File: src/rtl/arp_tx.sv
// ARP transmit framer: builds 4-beat ARP reply/request frames on AXI-Stream.
// Optional gratuitous ARP on local IP change: define ARP_TX_GRATUITOUS_EN.
module arp_tx #(
  parameter logic [31:0] P_SRC_IP_ADDR  = {8'd192, 8'd168, 8'd100, 8'd99},
  parameter logic [47:0] P_SRC_MAC_ADDR = 48'h01_02_03_04_05_06
) (
  input  logic        i_clk,
  input  logic        i_rst,
  input  logic [47:0] i_recv_target_mac,
  input  logic [31:0] i_recv_target_ip,
  input  logic        i_recv_target_valid,
  input  logic        i_arp_reply,
  input  logic        i_arp_request,
  input  logic [31:0] i_request_ip,
  input  logic [31:0] i_dymanic_src_ip,
  input  logic        i_src_ip_valid,
  output logic [63:0] m_axis_arp_data,
  output logic [79:0] m_axis_arp_user,
  output logic [7:0]  m_axis_arp_keep,
  output logic        m_axis_arp_last,
  output logic        m_axis_arp_valid,
  input  logic        m_axis_arp_ready
);

  typedef enum logic {
    S_IDLE,
    S_SEND
  } state_t;

  state_t r_state;
  state_t w_next;

  logic [31:0] r_src_ip;
  logic [47:0] r_peer_mac;
  logic [31:0] r_peer_ip;
  logic        r_rep_pend;
  logic        r_req_pend;
  logic [31:0] r_req_ip;
  logic        w_grat_pend;

  logic [31:0] r_spa;
  logic [47:0] r_tha;
  logic [31:0] r_tpa;
  logic [1:0]  r_beat;

  logic        w_start;
  logic        w_hs;
  logic        w_take_rep;
  logic        w_take_req;
  logic        w_take_grat;
  logic [15:0] w_oper;
  logic [47:0] w_tha;
  logic [31:0] w_tpa;
  logic [47:0] w_dst;
  logic [1:0]  w_beat_nxt;
  logic [63:0] w_beat_data;

`ifdef ARP_TX_GRATUITOUS_EN
  logic r_grat_pend;

  // Gratuitous flag: set on every local IP update, cleared when served.
  always_ff @(posedge i_clk) begin
    if (i_rst) begin
      r_grat_pend <= 1'b0;
    end else if (i_src_ip_valid) begin
      r_grat_pend <= 1'b1;
    end else if (w_take_grat) begin
      r_grat_pend <= 1'b0;
    end
  end

  assign w_grat_pend = r_grat_pend;
`else
  assign w_grat_pend = 1'b0;
`endif

  // Local IP, captured peer and one-deep pending flags; a new strobe wins over a clear.
  always_ff @(posedge i_clk) begin
    if (i_rst) begin
      r_src_ip   <= P_SRC_IP_ADDR;
      r_peer_mac <= '0;
      r_peer_ip  <= '0;
      r_rep_pend <= 1'b0;
      r_req_pend <= 1'b0;
      r_req_ip   <= '0;
    end else begin
      if (i_src_ip_valid) begin
        r_src_ip <= i_dymanic_src_ip;
      end
      if (i_recv_target_valid) begin
        r_peer_mac <= i_recv_target_mac;
        r_peer_ip  <= i_recv_target_ip;
      end
      if (i_arp_reply) begin
        r_rep_pend <= 1'b1;
      end else if (w_take_rep) begin
        r_rep_pend <= 1'b0;
      end
      if (i_arp_request) begin
        r_req_pend <= 1'b1;
        r_req_ip   <= i_request_ip;
      end else if (w_take_req) begin
        r_req_pend <= 1'b0;
      end
    end
  end

  // FSM state register.
  always_ff @(posedge i_clk) begin
    if (i_rst) begin
      r_state <= S_IDLE;
    end else begin
      r_state <= w_next;
    end
  end

  // Next state, frame selection (reply > request > gratuitous) and field mux.
  always_comb begin
    w_next      = r_state;
    w_start     = 1'b0;
    w_hs        = 1'b0;
    w_take_rep  = 1'b0;
    w_take_req  = 1'b0;
    w_take_grat = 1'b0;
    w_oper      = 16'd1;
    w_tha       = '0;
    w_tpa       = '0;
    w_dst       = 48'hFFFF_FFFF_FFFF;
    case (r_state)
      S_IDLE: begin
        if (r_rep_pend) begin
          w_take_rep = 1'b1;
          w_oper     = 16'd2;
          w_tha      = r_peer_mac;
          w_tpa      = r_peer_ip;
          w_dst      = r_peer_mac;
        end else if (r_req_pend) begin
          w_take_req = 1'b1;
          w_tpa      = r_req_ip;
        end else if (w_grat_pend) begin
          w_take_grat = 1'b1;
          w_tpa       = r_src_ip;
        end
        w_start = w_take_rep | w_take_req | w_take_grat;
        if (w_start) begin
          w_next = S_SEND;
        end
      end
      S_SEND: begin
        w_hs = m_axis_arp_valid & m_axis_arp_ready;
        if (w_hs && r_beat == 2'd3) begin
          w_next = S_IDLE;
        end
      end
      default: w_next = S_IDLE;
    endcase
  end

  // Payload of the beat following the current one.
  always_comb begin
    w_beat_nxt  = r_beat + 2'd1;
    w_beat_data = '0;
    unique case (w_beat_nxt)
      2'd1:    w_beat_data = {P_SRC_MAC_ADDR, r_spa[31:16]};
      2'd2:    w_beat_data = {r_spa[15:0], r_tha};
      2'd3:    w_beat_data = {r_tpa, 32'd0};
      default: w_beat_data = '0;
    endcase
  end

  // Frame fields are frozen at frame start so late strobes cannot alter it.
  always_ff @(posedge i_clk) begin
    if (i_rst) begin
      r_spa <= '0;
      r_tha <= '0;
      r_tpa <= '0;
    end else if (w_start) begin
      r_spa <= r_src_ip;
      r_tha <= w_tha;
      r_tpa <= w_tpa;
    end
  end

  // Registered stream outputs; beats advance only on valid && ready.
  always_ff @(posedge i_clk) begin
    if (i_rst) begin
      m_axis_arp_data  <= '0;
      m_axis_arp_user  <= '0;
      m_axis_arp_keep  <= '0;
      m_axis_arp_last  <= 1'b0;
      m_axis_arp_valid <= 1'b0;
      r_beat           <= '0;
    end else if (w_start) begin
      m_axis_arp_data  <= {16'h0001, 16'h0800, 8'd6, 8'd4, w_oper};
      m_axis_arp_user  <= {w_dst, 16'd28, 16'h0806};
      m_axis_arp_keep  <= 8'hFF;
      m_axis_arp_last  <= 1'b0;
      m_axis_arp_valid <= 1'b1;
      r_beat           <= '0;
    end else if (w_hs) begin
      if (r_beat == 2'd3) begin
        m_axis_arp_valid <= 1'b0;
        m_axis_arp_last  <= 1'b0;
      end else begin
        r_beat          <= w_beat_nxt;
        m_axis_arp_data <= w_beat_data;
        m_axis_arp_keep <= (w_beat_nxt == 2'd3) ? 8'hF0 : 8'hFF;
        m_axis_arp_last <= (w_beat_nxt == 2'd3);
      end
    end
  end

endmodule
File: config.mk
export PLATFORM = sky130hd
export DESIGN_NAME = arp_tx
export DESIGN_NICKNAME = d
export VERILOG_FILES = /design/src/rtl/arp_tx.sv
export SDC_FILE = /design/constraint.sdc
export NUM_CORES = 1
export LEC_CHECK = 0
export CAP_MARGIN = 20
export CELL_PAD_IN_SITES_DETAIL_PLACEMENT = 1
export CELL_PAD_IN_SITES_GLOBAL_PLACEMENT = 2
export CORE_MARGIN = 4
export CORE_UTILIZATION = 28
export DETAILED_ROUTE_END_ITERATION = 10
export PLACE_DENSITY = 0.74
export SYNTH_ARGS = -nofsm -noshare
export SYNTH_HDL_FRONTEND = slang
export SYNTH_SLANG_ARGS = --single-unit
File: constraint.sdc
create_clock -name i_clk -period 1.8 [get_ports i_clk]
set_clock_uncertainty 0.15 [all_clocks]
set_input_delay 0.36 -clock i_clk [delete_from_list [all_inputs] [get_ports i_clk]]
set_output_delay 0.36 -clock i_clk [all_outputs]
set_load 0.05 [all_outputs]
==> reports/qor.csv <==
metric;value;unit
synth_area_leaders;dfxtp_1, mux2i_1, nor2_1, a21oi_1, a22o_1;
h-tree-depth;2;
nFillCells;5743;
yosysUniqueCellTypes;33;
pre_cts_slack;-275;ps
crit_buf_inv;2;
nets;1977;
whs_path_depth;3;
worst_path_max_delay_cell;dfxtp_1;
powerDensity;1100;mW/mm^2
end_kind;primary output;
grt_usage;17.0;%
tightest_slew;647;ps
yosys_warnings;0;
wl_per_cell;19.4;um
outcome;complete, no violations;
setup_viol;0;
first_iter_violations;628;
area_growth;36.0;%
gp_congestion;0.783;
drive_above_1_share;17.5;%
period_share;96.7;%
fin_area;0.0197;mm^2
ys_ff_latch;378;
crit_cells;2;
r2r.worst_path.cells;6;
clk_pin_slew_worst_paths;60;ps
fin_crit;1740;ps
setup_ws;59.7;ps
max_cap_violations;0;
ctsLongestPathBuffers;3;
layout.cells.most_common;dfxtp_1;
vias;12000;
port_buffers;278;
final_cell_mix;dfxtp_1, nor2_1, clkdlybuf4s50_1;
synth_top_area_share;52.4;%
crit_type;reg2out;
root_buffer;clkbuf_16;
synth_area_per_cell;9.15;um^2
worst_skew_pair.late_latency;570;ps
grt_pass1_vias;12100;
synthCells;1579;
diodes;0;
place_area;0.0181;mm^2
start_util;28.2;%
core_area;0.0512;mm^2
slew_violations;0;
rsz0062_at_grt;yes;
antenna_left;0;
maxSlewHeadroom;56.7;%
wl;49200;um
grt_overflow_total;0;
cts_buffers;45;
yosys.area.top_type;dfxtp_1;
start_kind;register;
antenna_found_initial;1;
die_w;235;um
grt_pass1_wl;75300;um
hold_path.class;in2reg;
die_h;235;um
via_per_inst;4.73;
cp.required;1290;ps
critPathMaxFanout;4;
hpwl;34200;um
cts_tree;built;
yosysSeqAreaShare;52.4;%
crit_family;flip-flops;
leakagePower;8.12;nW
drt_first_pass_iters;5;
grt_start_max_net_pins;81;
syn_area;0.0145;mm^2
die_area;0.0553;mm^2
fmax;575;MHz
io_pins;305;
critPathArrivalTime;1230;ps
numClockSinks;378;
ir_drop;588;uV
hold_viol_final;0;
drcViolationCount;0;
std_cell_rows;83;
path_cells;buf_4 > buf_12;
cpPeakStageDelay;360;ps
-- synth_stat cells --
| library cell | n |
|---|---|
| a211oi_1 | 1 |
| nand2b_1 | 3 |
| a211o_1 | 12 |
| buf_6 | 4 |
| a22o_1 | 67 |
| buf_4 | 52 |
| nand2_1 | 95 |
| a221oi_1 | 28 |
| xnor2_1 | 1 |
| and4b_1 | 1 |
| o211ai_1 | 7 |
| ha_1 | 5 |
| nand4b_1 | 1 |
| clkbuf_1 | 58 |
| inv_1 | 36 |
| conb_1 | 1 |
| nor3_1 | 86 |
| buf_1 | 8 |
| a311oi_1 | 2 |
| and2_1 | 2 |
| a22oi_1 | 1 |
| o21bai_2 | 1 |
| buf_2 | 50 |
| mux2i_1 | 133 |
| o21ba_2 | 1 |
| nand3_1 | 28 |
| o221a_2 | 32 |
| dfxtp_1 | 378 |
| a21oi_1 | 137 |
| nor2_1 | 333 |
| a222oi_1 | 1 |
| o21ai_0 | 1 |
| nor2b_1 | 13 |
-- worst reg2reg max path, cell delays in order (launching register included) --
cell	delay, ps
dfxtp_2	380
buf_4	140
inv_1	100
ha_2	420
inv_2	120
o211ai_1	200
a21oi_1	90
-- path summary, 6_finish.rpt --
path | slack [ps] | startpoint | end
worst max-delay path | 60 | m_axis_arp_valid | m_axis_arp_valid
worst min-delay path | 40 | i_recv_target_valid | r_peer_mac[25]
worst max register to register | 60 | r_beat[0] | m_axis_arp_data[26]
worst min register to register | 300 | r_src_ip[10] | r_spa[10]
-- routing by layer --
layer	global-route usage (%)	up-vias	share of wire [%]
met5	0	-	0.026
met4	3.61	2	1.6
met3	4.24	50	5.1
met2	27.2	225	45
met1	23.6	5848	48
li1	-	5849	-
-- report_power, final --
group | internal [mW] | switching (mW) | leakage [nW] | total, mW
logic | 1.38 | 2.04 | 4.31 | 3.42
clock network | 5.25 | 3.57 | 0.708 | 8.82
registers | 8.89 | 0.412 | 3.11 | 9.30
total | 15.5 | 6.02 | 8.12 | 21.5
-- logic make-up (layout without fill, tap and decap cells) --
logic type,after synthesis,count (layout),share of synthesized area [%]
AOI/OAI and AO/OA,291,291,14.6
xor gates and xnor gates,1,1,0.0606
adders and majority gates,5,5,0.433
buffers and inverters,208,456,7.39
DFF,378,378,52.4
muxes,133,133,9.21
other,1,26,0.0259
and+or+nand+nor,562,562,16.0
-- cell type report --
class	instances	area (um^2)	share of cell area [%]
Clock buffer	64	1290	6.55
Inverter	36	135	0.687
Sequential cell	378	7580	38.6
Timing Repair Buffer	342	3610	18.4
Tap cell	680	851	4.33
Clock inverter	14	135	0.687
Multi-Input combinational cell	1018	6050	30.8
-- per-stage QoR --
step | util (%) | power (mW) | hold WS, ps | TNS, ps | std cells
final | 38.4 | 21.5 | 39.5 | 0 | 2532
after global routing | 38.4 | 22.5 | 45.5 | -75.0 | 2532
after CTS | 38.2 | 21.9 | 15.3 | 0 | 2529
after detailed placement | 35.3 | 12.9 | 294 | -11450 | 2450
after global placement | 35.2 | 12.8 | 286 | -17840 | 2448
after floorplan | - | 11.5 | 277 | 0 | 1604
-- flip-flops by register name (all words and copies together), names as in the netlist --
signal	count
r_spa	32
m_axis_arp_keep	2
r_beat	2
r_rep_pend	1
r_req_ip	32
m_axis_arp_data	64
m_axis_arp_valid	1
r_peer_ip	32
r_req_pend	1
r_tpa	32
r_tha	48
r_state	1
m_axis_arp_user	49
m_axis_arp_last	1
r_src_ip	32
r_peer_mac	48
-- repair_timing --
action / in CTS / in global routing
endpoints found under the setup margin: 52 / 42
hold endpoints to repair: 1 / 0
pin swaps: 0 / 0
hold buffers: 1 / 0
gates resized for setup: 14 / 19
cloned: 0 / 0
buffers inserted: 0 / 3
Note: power is estimated with default switching activity, not from simulation.
